===== config.mk =====
export PLATFORM = sky130hd
export DESIGN_NAME = nibble_serial_add_ctrl
export DESIGN_NICKNAME = d
export VERILOG_FILES = /design/src/rtl/nibble_serial_add_ctrl.sv
export SDC_FILE = /design/constraint.sdc
export NUM_CORES = 1
export LEC_CHECK = 0
export BUFFER_PORTS_ARGS = -buffer_cell sky130_fd_sc_hd__buf_2
export CAP_MARGIN = 25
export CORE_MARGIN = 4
export CORE_UTILIZATION = 44
export DETAILED_ROUTE_END_ITERATION = 8
export PLACE_DENSITY_LB_ADDON = 0.3
export SLEW_MARGIN = 20
export SYNTH_ARGS = -nofsm -noshare
export SYNTH_HDL_FRONTEND = slang
export SYNTH_SLANG_ARGS = --single-unit
export TNS_END_PERCENT = 20

===== constraint.sdc =====
create_clock -name clk -period 2.45 [get_ports clk]
set_input_delay 0.1225 -clock clk [delete_from_list [all_inputs] [get_ports clk]]
set_output_delay 0.1225 -clock clk [all_outputs]
set_load 0.02 [all_outputs]

===== src/rtl/nibble_serial_add_ctrl.sv =====
// nibble_serial_add_ctrl: sequences one external 4-bit adder slice over WORDS nibbles, LSB first
// Ports: start/sub/op_a/op_b/cin request an add (A+B+cin) or subtract (A-B);
//   busy is high while nibbles are processed; done pulses one cycle with sum/cout valid;
//   add_a/add_b/add_cin drive the external adder; add_s/add_cout return its result.
module nibble_serial_add_ctrl #(
  parameter int WORDS = 4
) (
  input  logic               clk,
  input  logic               rst_n,
  input  logic               start,
  input  logic               sub,
  input  logic [4*WORDS-1:0] op_a,
  input  logic [4*WORDS-1:0] op_b,
  input  logic               cin,
  output logic               busy,
  output logic               done,
  output logic [4*WORDS-1:0] sum,
  output logic               cout,
  output logic [3:0]         add_a,
  output logic [3:0]         add_b,
  output logic               add_cin,
  input  logic [3:0]         add_s,
  input  logic               add_cout
);
  localparam int W = 4 * WORDS;
  localparam int IW = (WORDS > 1) ? $clog2(WORDS) : 1;
  localparam logic [IW-1:0] LAST = IW'(WORDS - 1);
  typedef enum logic [1:0] {IDLE, RUN, DONE} state_t;
  state_t state, state_nx;
  logic [W-1:0] a_r, b_r;
  logic [IW-1:0] idx;
  logic carry, last, accept;
  assign last = idx == LAST;
  // a request is taken in IDLE and also in DONE, which allows back-to-back ops
  assign accept = start && state != RUN;
  always_ff @(posedge clk or negedge rst_n)
    if (!rst_n) state <= IDLE;
    else state <= state_nx;
  always_comb begin
    state_nx = (state == RUN) ? (last ? DONE : RUN) : (start ? RUN : IDLE);
    busy = state == RUN;
    done = state == DONE;
    add_a = (state == RUN) ? a_r[{idx, 2'b00} +: 4] : 4'h0;
    add_b = (state == RUN) ? b_r[{idx, 2'b00} +: 4] : 4'h0;
    add_cin = (state == RUN) && carry;
  end
  always_ff @(posedge clk or negedge rst_n)
    if (!rst_n) begin
      a_r <= '0;
      b_r <= '0;
      idx <= '0;
      carry <= 1'b0;
      sum <= '0;
      cout <= 1'b0;
    end else if (accept) begin
      a_r <= op_a;
      b_r <= sub ? ~op_b : op_b;
      carry <= sub | cin;
      idx <= '0;
      sum <= '0;
    end else if (state == RUN) begin
      sum[{idx, 2'b00} +: 4] <= add_s;
      carry <= add_cout;
      idx <= last ? '0 : idx + 1'b1;
      if (last) cout <= add_cout;
    end
endmodule


==> reports/metrics.csv, run 1 <==
metric;value;unit
status;finished, final reports clean;
Post-CTS Setup Inserts;0;
Post-synth EDFFs;0;
Non-Filler Instances;349;
period utilization;82.00;%
CP startpoint;state[1]$_DFF_PN0_;
hold wc startpoint;op_a[11];
register area share after synthesis;53.15;%
Least-Margin Pin Slew;0.5813;ns
first-pass GRT wire length;8763;um
drt total wl;5263;um
pre-CTS WS;0.6837;ns
1st-pass router iterations;4;
filler instances;507;
CTS Buf Count;5;
minimum clock period;2.009;ns
CP arrival;1.89;ns
Placed Cells incl. Taps;340;
crit start category;flip-flop;
die height;84.02;um
CTS tree;done;
initial core utilization;45.89;%
vias;1845;
Yosys top cell area share;53.15;%
# DRC;0;
Setup WS post-layout;0.4410;ns
fraction of layout cells with a size suffix above 1;36.82;%
reg-to-reg slack, setup;0.63;ns
H-tree levels;2;
Antenna Nets Post-Route;0;
Area Growth Syn to Fin;19.44;%
Port Buffers;69;
Core Util, Final;54.81;%
register bit total from synthesis;54;
final clock skew;0.01082;ns
pin count of the biggest net entering global routing;29;
synth unique cells;26;
RSZ-0062 raised after global routing;false;
required time of the critical path;2.33;ns
Cell Area, Synth;0.002542;mm2
Sink Count;54;
initial antenna violation count;0;
Power Density;1296;mW/mm2
Die Footprint;0.007059;mm2
Synth area leaders;dfrtp_1, mux2i_1, mux2_2, a21oi_1, a22o_1;
Worst Hold Endpoint;a_r[11]$_DFFE_PN0N_;
root buf cell;clkbuf_8;
1st-iter DRT viols;84;
CP Capture Type;output port;
grt ovf;0;
asr flop ratio synth;100.0;%
reg2reg start;idx[1]$_DFFE_PN0P_;
CP Class;flip-flop to output port;
biggest area consumer among synthesized cells;dfrtp_1;
GPL Wtd Cong;0.7264;
num rows;27;
Clock Path Buffers;2;
post-synth net total;257;
Clock Latency Late Sink;0.31;ns
dominant synthesized flop cell;dfrtp_1;
Sum Neg Setup Slack;0;ns
Min-Delay Path Depth;2;
YS warnings;0;
GRT Util Overall;15.35;%
R2R depth;5;
drt wl/cell;15.08;um
final net count;324;
Leakage Power;1.460;nW
CORE AREA;0.005540;mm2
Max Slew Vio Count;0;
hold crit path type;primary input to flip-flop;
vias per cell;5.287;
Fmax;0.4978;GHz
final hold vios;0;
Max VDD drop;0.5332;mV
vias in the first global route;1807;
Cell Area, Placed;0.002939;mm2
Rel. slew slack;61.25;%
Post-Syn Instances;209;
Die Wd;84.02;um
CP max FO;12;
post-DP HPWL;3906;um
Worst-path clk slew;0.10;ns
worst r2r dst;sum[13]$_DFFE_PN0P_;
Avg Cell Area, Syn;12.16;um2
ANT cells;0;
I/O pin count;70;
Max-cap violations;0;
Final Setup Violations;0;
Final Cell Area;0.003037;mm2
==> worst max-delay path, cell delays in order (launching register included) <==
cell	delay, ns
dfrtp_1	0.41
nand2b_1	0.21
inv_2	0.23
nand2_1	0.27
o22ai_1	0.27
buf_2	0.20
==> per-layer routing <==
metal,part of all wire (%),GRT usage (%),up-vias
met5,0,0,-
met2,46,24.15,56
li1,-,-,888
met1,46,20.89,893
met4,1.1,4.094,0
met3,6.2,4.245,8
==> placed cells by master (no fill, tap or decap) <==
master / count
a22o_1: 16
a21oi_1: 32
inv_2: 1
o21ai_0: 2
xnor2_1: 16
nand2_1: 4
nor2_1: 3
buf_2: 69
and2_1: 3
mux2_2: 17
dfrtp_1: 54
o22ai_1: 8
and4bb_2: 1
buf_4: 5
inv_6: 1
nor4b_2: 1
clkbuf_8: 5
mux2i_1: 20
or3b_1: 1
inv_1: 2
nor3b_1: 2
clkinv_2: 2
dlygate4sd3_1: 1
ha_1: 6
nand4bb_1: 1
o31ai_1: 1
o2bb2ai_1: 1
nor2b_1: 1
nand2b_1: 1
==> state kept, by name, summed over array words and instances (netlist names) <==
register / cells
idx: 2
a_r: 16
sum: 16
cout: 1
b_r: 16
state: 2
carry: 1
==> area by class of cell <==
type                            instances  area [um2]  area share, %
Timing Repair Buffer                   75       392.9          12.94
Inverter                                3       11.26         0.3708
Tap cell                               72       90.09          2.967
Sequential cell                        54        1351          44.50
Clock inverter                          3       18.77         0.6180
Multi-Input combinational cell        137        1104          36.34
Clock buffer                            5       68.82          2.266
==> cell usage after synthesis (all sizes together) (2+ instances only) <==
library cell,instances
mux2,17
xnor2,16
a22o,16
inv,3
mux2i,20
nor2,3
o22ai,8
nor3b,2
ha,6
a21oi,32
and2,3
nand2,4
clkbuf,5
buf,10
dfrtp,54
o21ai,2
==> metrics by stage <==
stage	power [W]	hold slack, ns
final	0.003936	0.03807
after global routing	0.004228	0.02189
after CTS	0.003980	0.03084
after detailed placement	0.003486	0.1586
after global placement	0.003438	0.1522
after floorplan	0.002931	-0.1731
==> logic make-up after synthesis <==
logic type | synth area share [%]
adders and majority gates | 2.953
DFF | 53.15
xor gates and xnor gates | 5.512
and+or+nand+nor | 4.724
muxes | 15.40
AOI/OAI and AO/OA | 14.81
buffers and inverters | 3.445
==> how the worst max path moves through the flow <==
stage,end,slack [ns]
2_1_floorplan,sum[0]$_DFFE_PN0P_,0.51
6_report,add_b[0],0.44
4_1_cts,add_b[3],0.41
3_3_place_gp,sum[10]$_DFFE_PN0P_,0.69
3_5_place_dp,sum[3]$_DFFE_PN0P_,0.68
5_1_grt,add_b[3],0.30
==> power by group <==
part / internal [W] / switching, W / total, W / leakage (nW)
clock: 0.000202 / 0.000294 / 0.000496 / 0.0483
sequential: 0.00128 / 0.000245 / 0.00153 / 0.657
combinational: 0.000822 / 0.00109 / 0.00191 / 0.755
==> repair_timing <==
action                     in CTS  in global routing
setup endpoints to repair       0                  0
hold endpoints to repair       26                  0
gates resized for setup         0                  0
hold buffers                    1                  0
Power figures use the tool's default switching activity.
==> inputs of run 2 (changes only) <==
- clock period: 2.45 -> 1.9 ns (I/O delays scaled with it)
==> run 2 against run 1 <==
Against the previous run: global-route usage increased by 0.81 points; flip-flop and latch count unchanged; via count decreased by 1.3%; final cell count increased by 2.3%; utilization increased by 1.6 points; clock-buffer cell count increased by 2; combinational power increased by 39%; critical path depth decreased by 1; largest power group unchanged; sequential share of layout area decreased by 1.2 points; hold slack got worse by 0.017 ns; worst setup slack got worse by 0.37 ns.
==> reports/metrics.csv, run 2 (synthesized netlist as in run 1, its figures left out) <==
metric;value;unit
status;finished, final reports clean;
Non-Filler Instances;357;
vias per cell;5.101;
GRT Util Overall;16.16;%
I/O pin count;70;
reg2reg start;idx[0]$_DFFE_PN0P_;
crit-path cells;or3b_4 -> buf_4 -> o22ai_1 -> buf_2;
Clock Path Buffers;2;
hold wc startpoint;op_a[3];
drt wl/cell;15.21;um
most frequent cells in the layout;buf_2, dfrtp_1, a21oi_1;
CP delay by family, top;flip-flops;
slowest stage cell on the critical path;dfrtp_2;
Worst-path clk slew;0.09;ns
final hold vios;0;
CP Capture Type;output port;
CP max FO;6;
Sw Ratio;39.67;%
hold slack;0.02060;ns
Die Footprint;0.007059;mm2
1st-pass router iterations;4;
Max Slew Vio Count;0;
Rel. slew slack;67.01;%
Max-cap violations;0;
CORE AREA;0.005540;mm2
required time of the critical path;1.80;ns
minimum clock period;1.829;ns
hold crit path type;primary input to flip-flop;
NetSw;0.002113;W
commonest non-fill, non-tap cell in the layout;buf_2;
CP Class;flip-flop to output port;
fraction of layout cells with a size suffix above 1;38.95;%
Seq pwr share;36.1;%
post-DP HPWL;3912;um
initial antenna violation count;0;
CTS Buf Count;5;
Antenna Nets Post-Route;0;
ANT cells;0;
final clock skew;0.002835;ns
vias in the first global route;1935;
1st-iter DRT viols;79;
internal power;0.003214;W
first-pass GRT wire length;9301;um
pin count of the biggest net entering global routing;25;
vias;1821;
num rows;27;
Fmax;0.5466;GHz
Worst Hold Endpoint;a_r[3]$_DFFE_PN0N_;
Final Setup Violations;0;
Placed Cells incl. Taps;345;
root buf cell;clkbuf_8;
CTS tree;done;
initial core utilization;45.89;%
GPL Wtd Cong;0.7364;
Leakage Power;1.503;nW
final net count;332;
Largest regs;a_r x16, b_r x16, sum x16;
logic gate share of total power;49.9;%
Least-Margin Pin Slew;0.4949;ns
crit start category;flip-flop;
Area Growth Syn to Fin;22.98;%
R2R depth;5;
Clock power frac;14.0;%
Crit path largest cell delay;0.45;ns
Clock Latency Late Sink;0.30;ns
Sink Count;54;
grt ovf;0;
reg-to-reg slack, setup;0.18;ns
# DRC;0;
Min-Delay Path Depth;2;
CP arrival;1.73;ns
worst r2r dst;sum[3]$_DFFE_PN0P_;
Power Density;1704;mW/mm2
die height;84.02;um
period utilization;96.29;%
H-tree levels;2;
CP bufs+invs;2;
Die Wd;84.02;um
Max VDD drop;0.7576;mV
drt total wl;5429;um
Port Buffers;69;
==> run 2: power by group through the flow <==
| stage | combinational (W) | clock, W | sequential [W] |
|---|---|---|---|
| floorplan | 0.00175 | 0 | 0.00204 |
| global placement | 0.00255 | 0 | 0.00195 |
| detailed placement | 0.00258 | 0 | 0.00195 |
| CTS | 0.00261 | 0.000773 | 0.00194 |
| global route | 0.00293 | 0.000818 | 0.00199 |
| finish | 0.00266 | 0.000745 | 0.00192 |
==> run 2: final cells by class <==
cell class | count | area, um2
inverter | 3 | 13.76
clock inverter | 1 | 30.03
multi-input combinational | 137 | 1109
fill | 519 | 2414
timing repair buffer | 83 | 455.4
sequential | 54 | 1353
clock buffer | 7 | 76.32
tap | 72 | 90.09
==> run 2: how the worst max path moves through the flow <==
stage / end / start / slack, ns / cells past startpoint
after floorplan: sum[0]$_DFFE_PN0P_ / idx[1]$_DFFE_PN0P_ / 0.05 / 6
after global placement: add_b[2] / idx[0]$_DFFE_PN0P_ / 0.24 / 4
after detailed placement: sum[2]$_DFFE_PN0P_ / idx[0]$_DFFE_PN0P_ / 0.19 / 4
after CTS: add_b[2] / idx[0]$_DFFE_PN0P_ / 0.02 / 4
after global routing: add_b[1] / state[1]$_DFF_PN0_ / -0.003 / 5
final: add_b[2] / idx[0]$_DFFE_PN0P_ / 0.07 / 4
==> run 2: repair_timing <==
item / in CTS / in global routing
hold buffers: 1 / 0
resized for setup: 3 / 2
endpoints found under the setup margin: 7 / 8
cloned: 0 / 0
buffers inserted: 0 / 3
hold endpoints to repair: 19 / 0
==> run 2: through the flow <==
| step | TNS (ns) | setup slack (ns) | cell area [um2] | util [%] | total power [W] |
|---|---|---|---|---|---|
| finish | 0 | 0.07053 | 3127 | 56.44 | 0.005328 |
| floorplan | 0 | 0.05024 | 2545 | - | 0.003786 |
| global route | -0.002580 | -0.002580 | 3127 | 56.44 | 0.005735 |
| global placement | 0 | 0.2361 | 2977 | 53.73 | 0.004491 |
| detailed placement | 0 | 0.1910 | 2977 | 53.73 | 0.004530 |
| CTS | 0 | 0.02002 | 3099 | 55.94 | 0.005322 |
==> run 2: per-layer routing <==
metal	track usage, %	wire length, um
met5	0	0
met4	2.632	0
met3	4.245	305
met2	26.39	2540
met1	22.00	2582
==> inputs of run 3 (changes only) <==
- clock period: 1.9 -> 1.7 ns (I/O delays scaled with it)
==> run 3 against run 2 <==
Against the previous run: the run now ends with negative setup slack left; die area unchanged; register-to-register slack got worse by 0.07 ns; clock power is 16% higher; largest cell class unchanged; combinational power increased by 30%; critical endpoint is now add_a[1]; power is 21% higher.
==> reports/metrics.csv, run 3 (synthesized netlist as in run 1, its figures left out) <==
metric;value;unit
I/O pin count;70;
initial core utilization;45.89;%
# DRC;0;
Fmax;0.5874;GHz
final hold vios;0;
most frequent cells in the layout;buf_2, dfrtp_1, a21oi_1;
vias;1875;
final clock skew;0.003977;ns
GPL Wtd Cong;0.7437;
fraction of layout cells with a size suffix above 1;40.00;%
1st-iter DRT viols;68;
RSZ-0062 raised after global routing;true;
hold wc startpoint;op_a[15];
drt wl/cell;15.59;um
NetSw;0.002576;W
Max-cap violations;0;
reg2reg start;idx[0]$_DFFE_PN0P_;
reg-to-reg slack, setup;0.11;ns
Final Setup Violations;1;
minimum clock period;1.702;ns
root buf cell;clkbuf_8;
die height;84.02;um
Least-Margin Pin Slew;0.6571;ns
pre-CTS WS;0.01132;ns
Antenna Nets Post-Route;0;
CP Capture Type;output port;
initial antenna violation count;0;
Seq pwr share;33.2;%
vias per cell;5.109;
GRT Util Overall;16.75;%
Largest regs;a_r x16, b_r x16, sum x16;
CP max FO;9;
Area Growth Syn to Fin;31.79;%
Final Cell Area;0.003351;mm2
Clock Path Buffers;2;
Rel. slew slack;56.19;%
vias in the first global route;1969;
Worst Hold Endpoint;a_r[15]$_DFFE_PN0N_;
CTS tree;done;
Sink Count;54;
Clock Latency Late Sink;0.31;ns
Min-Delay Path Depth;2;
drt total wl;5722;um
grt ovf;0;
Die Footprint;0.007059;mm2
post-DP HPWL;3863;um
failing checks;negative setup slack;
H-tree levels;2;
period utilization;100.1;%
Cell Area, Placed;0.003008;mm2
Worst-path clk slew;0.10;ns
required time of the critical path;1.62;ns
hold crit path type;primary input to flip-flop;
Max VDD drop;1.096;mV
logic gate share of total power;53.4;%
CORE AREA;0.005540;mm2
Leakage Power;1.571;nW
R2R depth;6;
commonest non-fill, non-tap cell in the layout;buf_2;
num rows;27;
CTS Buf Count;5;
CP arrival;1.62;ns
status;finished with violations;
hold slack;0.01044;ns
Sw Ratio;39.81;%
pin count of the biggest net entering global routing;55;
Port Buffers;69;
crit start category;flip-flop;
Die Wd;84.02;um
internal power;0.003894;W
1st-pass router iterations;4;
Clock power frac;13.3;%
Core Util, Final;60.48;%
CP Class;flip-flop to output port;
Setup WS post-layout;-0.002483;ns
worst r2r dst;sum[14]$_DFFE_PN0P_;
ANT cells;0;
final net count;342;
Max Slew Vio Count;0;
Power Density;1931;mW/mm2
first-pass GRT wire length;9625;um
Sum Neg Setup Slack;-0.002483;ns
-- run 3: cell count changes in the layout (fill, tap and decap cells not counted), moves of 2 or more --
| cell | previous run | this run |
|---|---|---|
| dlygate4sd3_1 | 1 | 13 |
| buf_2 | 68 | 61 |
| o22ai_1 | 8 | 4 |
| o22ai_2 | 0 | 3 |
| buf_6 | 0 | 2 |
| clkbuf_1 | 2 | 0 |
| clkinvlp_4 | 0 | 2 |
-- run 3: how the worst max path moves through the flow --
stage                  startpoint             endpoint  slack [ns]
2_1_floorplan  idx[1]$_DFFE_PN0P_  sum[12]$_DFFE_PN0P_        0.03
3_5_place_dp   state[1]$_DFF_PN0_             add_b[0]        0.01
6_report       idx[0]$_DFFE_PN0P_             add_a[1]      -0.002
4_1_cts        idx[0]$_DFFE_PN0P_             add_b[0]       0.005
3_3_place_gp   state[1]$_DFF_PN0_             add_b[0]        0.05
5_1_grt        idx[0]$_DFFE_PN0P_             add_a[3]       -0.05
-- run 3: stage by stage --
step | total power, W | std cells
after global placement | 0.005145 | 344
after CTS | 0.006257 | 365
after floorplan | 0.004330 | 209
after global routing | 0.006922 | 367
after detailed placement | 0.005204 | 344
final | 0.006470 | 367
-- run 3: timing repair --
action	in CTS	in global routing
setup buffers	2	0
endpoints found under the setup margin	8	9
hold buffers	11	2
pin swaps	0	0
endpoints found under the hold margin	64	2
resized for setup	9	14
-- run 3: final cells by class --
type | instances | area [um2]
multi-input combinational | 137 | 1175
inverter | 3 | 13.76
tap | 72 | 90.09
clock buffer | 5 | 68.82
fill | 494 | 2190
timing repair buffer | 93 | 605.6
sequential | 54 | 1353
clock inverter | 3 | 45.04
-- run 3: critical path, cell delays in order, from the launching register on --
cell	delay (ns)
dfrtp_2	0.42
or3b_4	0.42
buf_8	0.16
o22ai_1	0.14
buf_4	0.17
-- run 3: power by group through the flow --
stage	clock [W]	combinational, W	sequential, W
3_5_place_dp	0	0.00302	0.00218
5_1_grt	0.000941	0.00375	0.00223
4_1_cts	0.000891	0.00321	0.00216
3_3_place_gp	0	0.00299	0.00216
6_report	0.000863	0.00346	0.00215
2_1_floorplan	0	0.00204	0.00228
-- run 3: layer usage --
layer | global-route usage [%] | vias to the layer above | wire [um]
met2 | 27.33 | 55 | 2769
met3 | 4.146 | 6 | 304
met1 | 22.49 | 892 | 2602
met4 | 3.947 | 0 | 46
met5 | 0 | - | 0
li1 | - | 922 | -
